## src/rtl/traffic_phase_scheduler.sv

```systemverilog
// Demand-driven two-approach intersection sequencer: arbitrates green between UD and LR
// using synchronized presence sensors, min/max green dwell and an emergency preempt.
module traffic_phase_scheduler #(
    parameter int CLK_PER         = 10,
    parameter int TICK_CYCLES     = 100000000,
    parameter int MIN_GREEN_TICKS = 10,
    parameter int MAX_GREEN_TICKS = 30,
    parameter int YELLOW_TICKS    = 3,
    parameter int ALL_RED_TICKS   = 1
) (
    input  logic       clk,
    input  logic       rst,
    input  logic       sens_ud,
    input  logic       sens_lr,
    input  logic       preempt,
    input  logic       preempt_dir,
    output logic [1:0] ud_light,
    output logic [1:0] lr_light,
    output logic       phase_change
);

    localparam int PW = $clog2(TICK_CYCLES) + 1;
    localparam int TW = $clog2(MAX_GREEN_TICKS + 1) + 1;

    // A nonsensical configuration never ticks, so the intersection stays all-red.
    localparam bit CFG_OK = (CLK_PER > 0) && (TICK_CYCLES >= 1) && (MIN_GREEN_TICKS >= 1) &&
                            (MAX_GREEN_TICKS >= MIN_GREEN_TICKS) && (YELLOW_TICKS >= 1) &&
                            (ALL_RED_TICKS >= 1);

    localparam logic       DIR_UD = 1'b0;
    localparam logic       DIR_LR = 1'b1;
    localparam logic [1:0] L_RED  = 2'd0;
    localparam logic [1:0] L_YEL  = 2'd1;
    localparam logic [1:0] L_GRN  = 2'd2;

    typedef enum logic [1:0] {
        S_ALL_RED = 2'd0,
        S_GREEN   = 2'd1,
        S_YELLOW  = 2'd2
    } state_t;

    logic [1:0] ud_ff, lr_ff, pre_ff, pdir_ff;
    logic       s_ud, s_lr, s_pre, s_pdir;

    state_t     state, state_n;
    logic       dir, dir_n;
    logic       next_dir, next_dir_n;
    logic       pend_ud, pend_lr;
    logic [PW-1:0] prescaler;
    logic [TW-1:0] timer;
    logic [TW:0]   elapsed;
    logic       tick, trans;
    logic       sens_dir, pend_other;
    logic       enter_green_ud, enter_green_lr;
    logic       ud_is_green, lr_is_green;

    function automatic logic [1:0] light_code(input state_t s, input logic d, input logic me);
        logic [1:0] code;
        code = L_RED;
        if (d == me) begin
            if (s == S_GREEN)
                code = L_GRN;
            else if (s == S_YELLOW)
                code = L_YEL;
        end
        return code;
    endfunction

    always_ff @(posedge clk or posedge rst) begin
        if (rst) begin
            ud_ff   <= '0;
            lr_ff   <= '0;
            pre_ff  <= '0;
            pdir_ff <= '0;
        end else begin
            ud_ff   <= {ud_ff[0], sens_ud};
            lr_ff   <= {lr_ff[0], sens_lr};
            pre_ff  <= {pre_ff[0], preempt};
            pdir_ff <= {pdir_ff[0], preempt_dir};
        end
    end

    assign s_ud   = ud_ff[1];
    assign s_lr   = lr_ff[1];
    assign s_pre  = pre_ff[1];
    assign s_pdir = pdir_ff[1];

    // elapsed is the tick count this phase will have reached after the current edge,
    // so a green of N ticks ends exactly N*TICK_CYCLES cycles after entry.
    always_comb begin
        tick       = CFG_OK && (prescaler == PW'(TICK_CYCLES - 1));
        elapsed    = {1'b0, timer} + {{TW{1'b0}}, tick};
        sens_dir   = (dir == DIR_LR) ? s_lr : s_ud;
        pend_other = (dir == DIR_LR) ? pend_ud : pend_lr;
        state_n    = state;
        dir_n      = dir;
        next_dir_n = next_dir;
        case (state)
            S_ALL_RED: begin
                if (tick && timer == TW'(ALL_RED_TICKS - 1)) begin
                    state_n = S_GREEN;
                    dir_n   = s_pre ? s_pdir : next_dir;
                end
            end
            S_GREEN: begin
                if (s_pre) begin
                    if (dir != s_pdir)
                        state_n = S_YELLOW;
                end else if (elapsed >= (TW+1)'(MIN_GREEN_TICKS) && pend_other &&
                             (!sens_dir || elapsed >= (TW+1)'(MAX_GREEN_TICKS))) begin
                    state_n = S_YELLOW;
                end
            end
            S_YELLOW: begin
                if (tick && timer == TW'(YELLOW_TICKS - 1)) begin
                    state_n    = S_ALL_RED;
                    next_dir_n = ~dir;
                end
            end
            default: state_n = S_ALL_RED;
        endcase
        trans          = (state_n != state);
        enter_green_ud = trans && state_n == S_GREEN && dir_n == DIR_UD;
        enter_green_lr = trans && state_n == S_GREEN && dir_n == DIR_LR;
        ud_is_green    = (state == S_GREEN) && (dir == DIR_UD);
        lr_is_green    = (state == S_GREEN) && (dir == DIR_LR);
    end

    always_ff @(posedge clk or posedge rst) begin
        if (rst) begin
            state        <= S_ALL_RED;
            dir          <= DIR_UD;
            next_dir     <= DIR_UD;
            pend_ud      <= 1'b0;
            pend_lr      <= 1'b0;
            prescaler    <= '0;
            timer        <= '0;
            ud_light     <= L_RED;
            lr_light     <= L_RED;
            phase_change <= 1'b0;
        end else begin
            state        <= state_n;
            dir          <= dir_n;
            next_dir     <= next_dir_n;
            phase_change <= trans;
            ud_light     <= light_code(state_n, dir_n, DIR_UD);
            lr_light     <= light_code(state_n, dir_n, DIR_LR);
            if (trans) begin
                prescaler <= '0;
                timer     <= '0;
            end else begin
                prescaler <= tick ? '0 : prescaler + 1'b1;
                if (tick && timer != TW'(MAX_GREEN_TICKS))
                    timer <= timer + 1'b1;
            end
            // Entering green for a direction wins over a same-cycle request from it.
            if (enter_green_ud)
                pend_ud <= 1'b0;
            else if (s_ud && !ud_is_green)
                pend_ud <= 1'b1;
            if (enter_green_lr)
                pend_lr <= 1'b0;
            else if (s_lr && !lr_is_green)
                pend_lr <= 1'b1;
        end
    end

endmodule

```

## config.mk

```make
export PLATFORM = sky130hd
export DESIGN_NAME = traffic_phase_scheduler
export DESIGN_NICKNAME = d
export VERILOG_FILES = /design/src/rtl/traffic_phase_scheduler.sv
export SDC_FILE = /design/constraint.sdc
export NUM_CORES = 1
export LEC_CHECK = 0
export CORE_ASPECT_RATIO = 1.75
export CORE_MARGIN = 2
export CORE_UTILIZATION = 40
export CTS_BUF_LIST = sky130_fd_sc_hd__clkbuf_8
export CTS_CLUSTER_DIAMETER = 30
export DETAILED_ROUTE_END_ITERATION = 7
export PLACE_DENSITY = 0.57
export SETUP_SLACK_MARGIN = 0.15
export SYNTH_ARGS = -nofsm -noshare
export SYNTH_HDL_FRONTEND = slang
export SYNTH_SLANG_ARGS = --single-unit
```

## constraint.sdc

```tcl
create_clock -name clk -period 3.4 [get_ports clk]
set_clock_uncertainty 0.15 [all_clocks]
set_input_delay 0.85 -clock clk [delete_from_list [all_inputs] [get_ports clk]]
set_output_delay 0.85 -clock clk [all_outputs]
set_load 0.01 [all_outputs]
```

# Yosys cells after proc, flatten, opt, wreduce, memory -nomap -nowiden

Cells that the tools add are included.

Multiplexer cells: 23
Eq/ne operators: 9
Magnitude comparators: 2
Reductions and logical operators: 22
Add/subtract/negate cells: 3
Bitwise logic cells: 2

Operators with widths:

| operator                                                                            | count |
|---|---|
| 28-bit 2-to-1 mux                                                                   | 2 |
| 28-bit by 1-bit adder with 28-bit output, second input constant                     | 1 |
| 28-bit by 27-bit == test with 1-bit output, second input constant                   | 1 |
| 2-bit 2-to-1 mux                                                                    | 8 |
| 1-bit logical AND                                                                   | 12 |
| 6-bit 2-to-1 mux                                                                    | 2 |
| 1-bit 2-to-1 mux                                                                    | 10 |
| 6-bit by 1-bit adder with 7-bit output                                              | 1 |
| 7-bit by 4-bit greater-or-equal comparator with 1-bit output, second input constant | 1 |
| 7-bit by 5-bit greater-or-equal comparator with 1-bit output, second input constant | 1 |
| 6-bit by 1-bit adder with 6-bit output, second input constant                       | 1 |
| 6-bit by 2-bit == test with 1-bit output, second input constant                     | 1 |
| 6-bit logical NOT                                                                   | 1 |
| 6-bit by 5-bit != test with 1-bit output, second input constant                     | 1 |
| 2-bit case mux with 3 select lines                                                  | 1 |
| 2-bit nonzero test                                                                  | 3 |
| 2-bit by 1-bit == test with 1-bit output, second input constant                     | 2 |
| 2-bit == test, second input constant                                                | 2 |
| 1-bit logical NOT                                                                   | 3 |
| 2-bit logical NOT                                                                   | 1 |
| 2-bit != test                                                                       | 1 |
| 1-bit NOT                                                                           | 2 |
| 2-bit AND reduction                                                                 | 1 |
| 1-bit logical OR                                                                    | 1 |
| 1-bit != test                                                                       | 1 |

Word-level logic and storage cells: 75
Input port bits: 6
Flip-flop bits (word level): 53

# Logic depth before layout (Yosys ltp)

Gate-level depths: netlist (run 1).

Depth in word-level cells: 12
Depth in mapped cells: 15

# Worst setup path after synthesis (run 1)

No wires, ideal clock.

Path kind: register to register
Start point: register prescaler[0]
End point: register prescaler[10]
Path slack: 0.010 ns
Stages on the path, launching flop included: 16
Arrival: 3.118 ns
Data required time: 3.129 ns
Setup time: 0.121 ns
Cells stage by stage: dfrtp_1 > ha_1 > and3_1 > buf_2 > nand3_1 > nor4_2 > ha_1 > ha_1 > nor2_1 > nor2_1 > o31ai_1 > o41ai_1 > o21a_1 > buf_2 > buf_2 > nor2_1

Word-level cells in the longest chain between the ends: 10
Elaborated cells on any way between the ends: 18
Classes of those cells: 2 x add/sub; 2 x order compare; 2 x eq/ne; 7 x mux; 5 x reduce/logical

Ends and longest elaborated chain:

| item                                                                                                                                                | RTL line | source |
|---|---|---|
| start, declared                                                                                                                                     | 49       | `logic [PW-1:0] prescaler;` |
| start signal, assigned                                                                                                                              | 152      | `prescaler <= tick ? '0 : prescaler + 1'b1;` |
| 28-bit by 27-bit == test with 1-bit output                                                                                                          | 91       | `tick = CFG_OK && (prescaler == PW'(TICK_CYCLES - 1));` |
| 6-bit by 1-bit adder with 7-bit output                                                                                                              | 92       | `elapsed = {1'b0, timer} + {{TW{1'b0}}, tick};` |
| 7-bit by 4-bit greater-or-equal comparator with 1-bit output / 7-bit by 5-bit greater-or-equal comparator with 1-bit output (equally long branches) | 109, 110 |  |
| 1-bit logical AND / 1-bit logical OR (equally long branches)                                                                                        | 109, 110 |  |
| 1-bit logical AND                                                                                                                                   | 109      | `end else if (elapsed >= (TW+1)'(MIN_GREEN_TICKS) && pend_other &&` |
| 2-bit 2-to-1 mux                                                                                                                                    | 109      |  |
| 2-bit 2-to-1 mux                                                                                                                                    | 106      | `if (s_pre) begin` |
| 2-bit case mux with 3 select lines                                                                                                                  | 98       | `case (state)` |
| 2-bit != test                                                                                                                                       | 122      | `trans = (state_n != state);` |
| 28-bit 2-to-1 mux (*)                                                                                                                               | 148      | `if (trans) begin` |

Every way passes the cells marked *; elsewhere a longest branch is shown, timed or not.
A chain may end at the register's enable or synchronous reset.

# Final worst setup path (run 1)

Start point: register prescaler[0]
End point: register phase_change

Word-level cells in the longest chain between the ends: 9
Elaborated cells on any way between the ends: 15
Classes of those cells: 1 x add/sub; 2 x order compare; 2 x eq/ne; 5 x mux; 5 x reduce/logical

Ends and longest elaborated chain:

| item                                                                                                                                                | RTL line | source |
|---|---|---|
| 28-bit by 27-bit == test with 1-bit output (*)                                                                                                      | 91       |  |
| 6-bit by 1-bit adder with 7-bit output                                                                                                              | 92       |  |
| 7-bit by 4-bit greater-or-equal comparator with 1-bit output / 7-bit by 5-bit greater-or-equal comparator with 1-bit output (equally long branches) | 109, 110 |  |
| 1-bit logical AND / 1-bit logical OR (equally long branches)                                                                                        | 109, 110 |  |
| 1-bit logical AND                                                                                                                                   | 109      |  |
| 2-bit 2-to-1 mux                                                                                                                                    | 109      |  |
| 2-bit 2-to-1 mux                                                                                                                                    | 106      |  |
| 2-bit case mux with 3 select lines (*)                                                                                                              | 98       |  |
| 2-bit != test (*)                                                                                                                                   | 122      |  |
| net trans                                                                                                                                           | 52       | `logic tick, trans;` |
| end signal, assigned                                                                                                                                | 145      | `phase_change <= trans;` |
| end, declared                                                                                                                                       | 19       | `output logic phase_change` |

Mark *: on every way through the listed nets, which the timed path passes. The rest lies on a longest branch.

==> flow_metrics.env, run 1 <==
export IMPL_portBuffers=10
export IMPL_hpwlAfterDp_um=3858
export IMPL_synth_ff_type="dfrtp_1"
export IMPL_die_x_um=64.90
export IMPL_cts_tree="built"
export IMPL_powerDensity_nw_per_um2=334.5
export IMPL_finalNonFillerCells=374
export IMPL_num_rows=38
export IMPL_synthSimpleGateAreaFrac_pct=24.53
export IMPL_synth_xor_area_share_pct=10.12
export IMPL_startpoint="prescaler[0]"
export IMPL_synth_edf_count=0
export IMPL_fmax_ghz=0.2963
export IMPL_crit_end="phase_change"
export IMPL_max_slew_margin_pct=54.16
export IMPL_routed_wl_um=5810
export IMPL_cts_buffers=5
export IMPL_root_buffer="clkbuf_8"
export IMPL_drt_iter0_drc=120
export IMPL_drc=0
export IMPL_ant_nets=0
export IMPL_ir_drop_mv=0.2727
export IMPL_reg2reg_from="prescaler[0]"
export IMPL_cp_arrival_ns=3.43
export IMPL_placedCellCount=355
export IMPL_multi_input_area_sq_um=1376
export IMPL_critPathLaunchType="flop"
export IMPL_place_gp_congestion=0.8510
export IMPL_setup_viol=0
export IMPL_diodes=0
export IMPL_nFillCells=568
export IMPL_clkTransAtPathRegs_ns=0.09
export IMPL_layout_nets=305
export IMPL_synth_area_sq_um=2596
export IMPL_coreArea_sq_um=6228
export IMPL_cp_required_ns=3.45
export IMPL_ys_seq_area_share_pct=51.08
export IMPL_synth_area_mux_share_pct=1.639
export IMPL_pin_count=11
export IMPL_start_util_pct=41.68
export IMPL_min_path_type="flop to flop"
export IMPL_synth_compound_area_share_pct=6.313
export IMPL_critPathKind="flop to flop"
export IMPL_fin_crit_sh_pct=99.25
export IMPL_avgSynthCellArea_sq_um=10.14
export IMPL_ys_async_sr_fraction_pct=100.0
export IMPL_max_cap_violations=0
export IMPL_numClockSinks=53
export IMPL_area_growth_syn_to_layout_pct=26.65
export IMPL_worst_setup_path_end_kind="flop"
export IMPL_p_leak_nw=1.464
export IMPL_synth_warnings=0
export IMPL_hold_viol_final=0
export IMPL_r2r_slack_ns=0.03
export IMPL_die_y_um=110.6
export IMPL_clk_latency_ns=0.31
export IMPL_vias_per_cell=5.275
export IMPL_post_route_util_pct=52.79
export IMPL_status="finished, final reports clean"
export IMPL_htreeDepth=2
export IMPL_clockBufferDepth=2
export IMPL_synth_distinct_cells=45
export IMPL_dieArea_sq_um=7176
export IMPL_reg2reg_to="phase_change"
export IMPL_grt_max_degree=54
export IMPL_slew_viol_final=0
export IMPL_drive_above_1_share_pct=25.85
export IMPL_grt_pass1_vias=2090
export IMPL_synth_top_family_by_area="simple AND/OR/NAND/NOR gates"
export IMPL_drt_pass1_iter_count=4
export IMPL_tightest_slew_ns=0.6819
export IMPL_ys_seq_elements=53
export IMPL_r2r_cells=13
export IMPL_yosys_area_share_adder_pct=2.892
export IMPL_synth_nets=268
export IMPL_finalCriticalPeriod_ns=3.375
export IMPL_grt_usage_pct=18.19
export IMPL_synthCells=256
export IMPL_antenna_found_initial=0
export IMPL_wl_per_cell_um=15.53
export IMPL_ff_latch_area_sq_um=1326
export IMPL_rsz0062_at_grt="true"
export IMPL_cp_max_fo=5
export IMPL_grt_pass1_wl_um=10070
export IMPL_gr_total_overflow=0
export IMPL_vias=1973
-- metal layers --
| layer | wire (um) | GRT usage (%) | vias to the layer above |
|---|---|---|---|
| met4 | 161 | 7.801 | 0 |
| met1 | 2263 | 19.82 | 983 |
| li1 | - | - | 958 |
| met5 | 0 | 0 | - |
| met3 | 141 | 3.666 | 11 |
| met2 | 3243 | 32.92 | 21 |
-- power breakdown --
part | switching (mW) | internal (mW) | leakage (nW) | total (mW)
Combinational | 0.0180 | 0.0120 | 0.712 | 0.0299
Clock | 0.212 | 0.220 | 0.0543 | 0.433
Sequential | 0.00264 | 0.635 | 0.697 | 0.637
-- how the worst min path moves through the flow --
stage               startpoint  endpoint  slack [ns]  cells after the start
floorplan             lr_ff[0]  lr_ff[1]        0.18                      0
global placement      lr_ff[0]  lr_ff[1]        0.18                      0
detailed placement    lr_ff[0]  lr_ff[1]        0.18                      0
CTS                   lr_ff[0]  lr_ff[1]        0.21                      0
global route          lr_ff[0]  lr_ff[1]        0.22                      0
finish                lr_ff[0]  lr_ff[1]        0.21                      0
-- layout by cell type, fill, tap and decap left out, types with 8 or more instances in the layout --
master / synthesis / layout
nor2_2: 0 / 9
xor2_1: 23 / 23
nand3_1: 16 / 15
dfrtp_1: 53 / 53
inv_1: 9 / 8
buf_4: 2 / 21
nand2_1: 14 / 12
clkdlybuf4s50_1: 0 / 10
nand4_1: 12 / 12
nor2_1: 38 / 26
-- kinds of logic (layout without fill, tap and decap cells) --
kind of cell,after synthesis,after routing
compound gates,26,27
buf+inv,18,55
mux,4,4
flops,53,53
xor+xnor,30,30
fa+ha+maj,6,6
simple gates,119,119
-- through the flow --
step | TNS [ns] | hold WS, ns | instance area, sq um | total power [mW] | setup WS, ns
after floorplan | 0 | 0.1812 | 2618 | 0.6627 | 0.1715
final | 0 | 0.2054 | 3288 | 1.100 | 0.02541
after CTS | 0 | 0.2078 | 3197 | 1.118 | 0.07423
after detailed placement | -0.1287 | 0.1847 | 2898 | 0.6762 | -0.01916
after global placement | -0.3284 | 0.1821 | 2898 | 0.6762 | -0.03145
after global routing | -2.730 | 0.2196 | 3288 | 1.151 | -0.1122
-- flip-flops by register name, indices dropped and copies added (netlist names) --
name / count
pre_ff: 2
lr_ff: 2
pdir_ff: 2
pend_lr: 1
ud_light: 2
phase_change: 1
state: 2
lr_light: 2
next_dir: 1
timer: 6
pend_ud: 1
prescaler: 28
ud_ff: 2
dir: 1
-- worst max-delay path, stage by stage (launching register included) --
cell	delay, ns
dfrtp_1	0.40
ha_1	0.23
and3_1	0.17
nand3_2	0.11
nor4_4	0.06
ha_2	0.20
ha_1	0.23
buf_4	0.16
or4b_4	0.55
a32oi_4	0.27
o41ai_4	0.15
o21a_2	0.24
buf_6	0.14
or2_1	0.21
-- cell usage after synthesis, types with 2 or more instances --
| library cell | instances | area share (%) |
|---|---|---|
| buf_2 | 5 | 0.96 |
| o21ai_0 | 4 | 0.77 |
| nor3_1 | 5 | 0.96 |
| buf_4 | 2 | 0.58 |
| nor2b_1 | 5 | 1.2 |
| nand2_1 | 14 | 2.0 |
| mux2i_1 | 2 | 0.77 |
| and2_1 | 2 | 0.48 |
| nor4_2 | 2 | 0.96 |
| nor3b_1 | 3 | 0.87 |
| xnor2_1 | 7 | 2.4 |
| and4_1 | 3 | 1.0 |
| nand4_1 | 12 | 2.9 |
| ha_1 | 6 | 2.9 |
| xor2_1 | 23 | 7.8 |
| o21a_1 | 4 | 1.2 |
| a21oi_1 | 10 | 1.9 |
| inv_1 | 9 | 1.3 |
| nand3_1 | 16 | 3.1 |
| dfrtp_1 | 53 | 51 |
| and3_1 | 6 | 1.4 |
| nor2_1 | 38 | 5.5 |
| mux2_2 | 2 | 0.87 |
| nor4bb_1 | 2 | 0.77 |
-- cell type report --
| type | instances | share of cell area, % |
|---|---|---|
| inverter | 9 | 1.027 |
| tap | 80 | 3.044 |
| clock buffer | 5 | 2.093 |
| sequential | 53 | 40.33 |
| multi-input combinational | 186 | 41.86 |
| timing repair buffer | 38 | 10.24 |
| clock inverter | 3 | 1.408 |
-- what timing repair did --
| action | in CTS | in global routing |
|---|---|---|
| gates resized for setup | 31 | 17 |
| hold buffers | 0 | 0 |
| gates cloned | 1 | 0 |
| pin swaps | 29 | 22 |
| setup endpoints to repair | 36 | 41 |
| buffers inserted | 9 | 1 |
Note: power is estimated with default switching activity, not from simulation.
==> run 2, diff against run 1 <==
Settings changed: CTS_BUF_LIST sky130_fd_sc_hd__clkbuf_8 to unset.
==> results of run 2 <==
No change in the layout: final DEF, timing and power equal those of run 1.
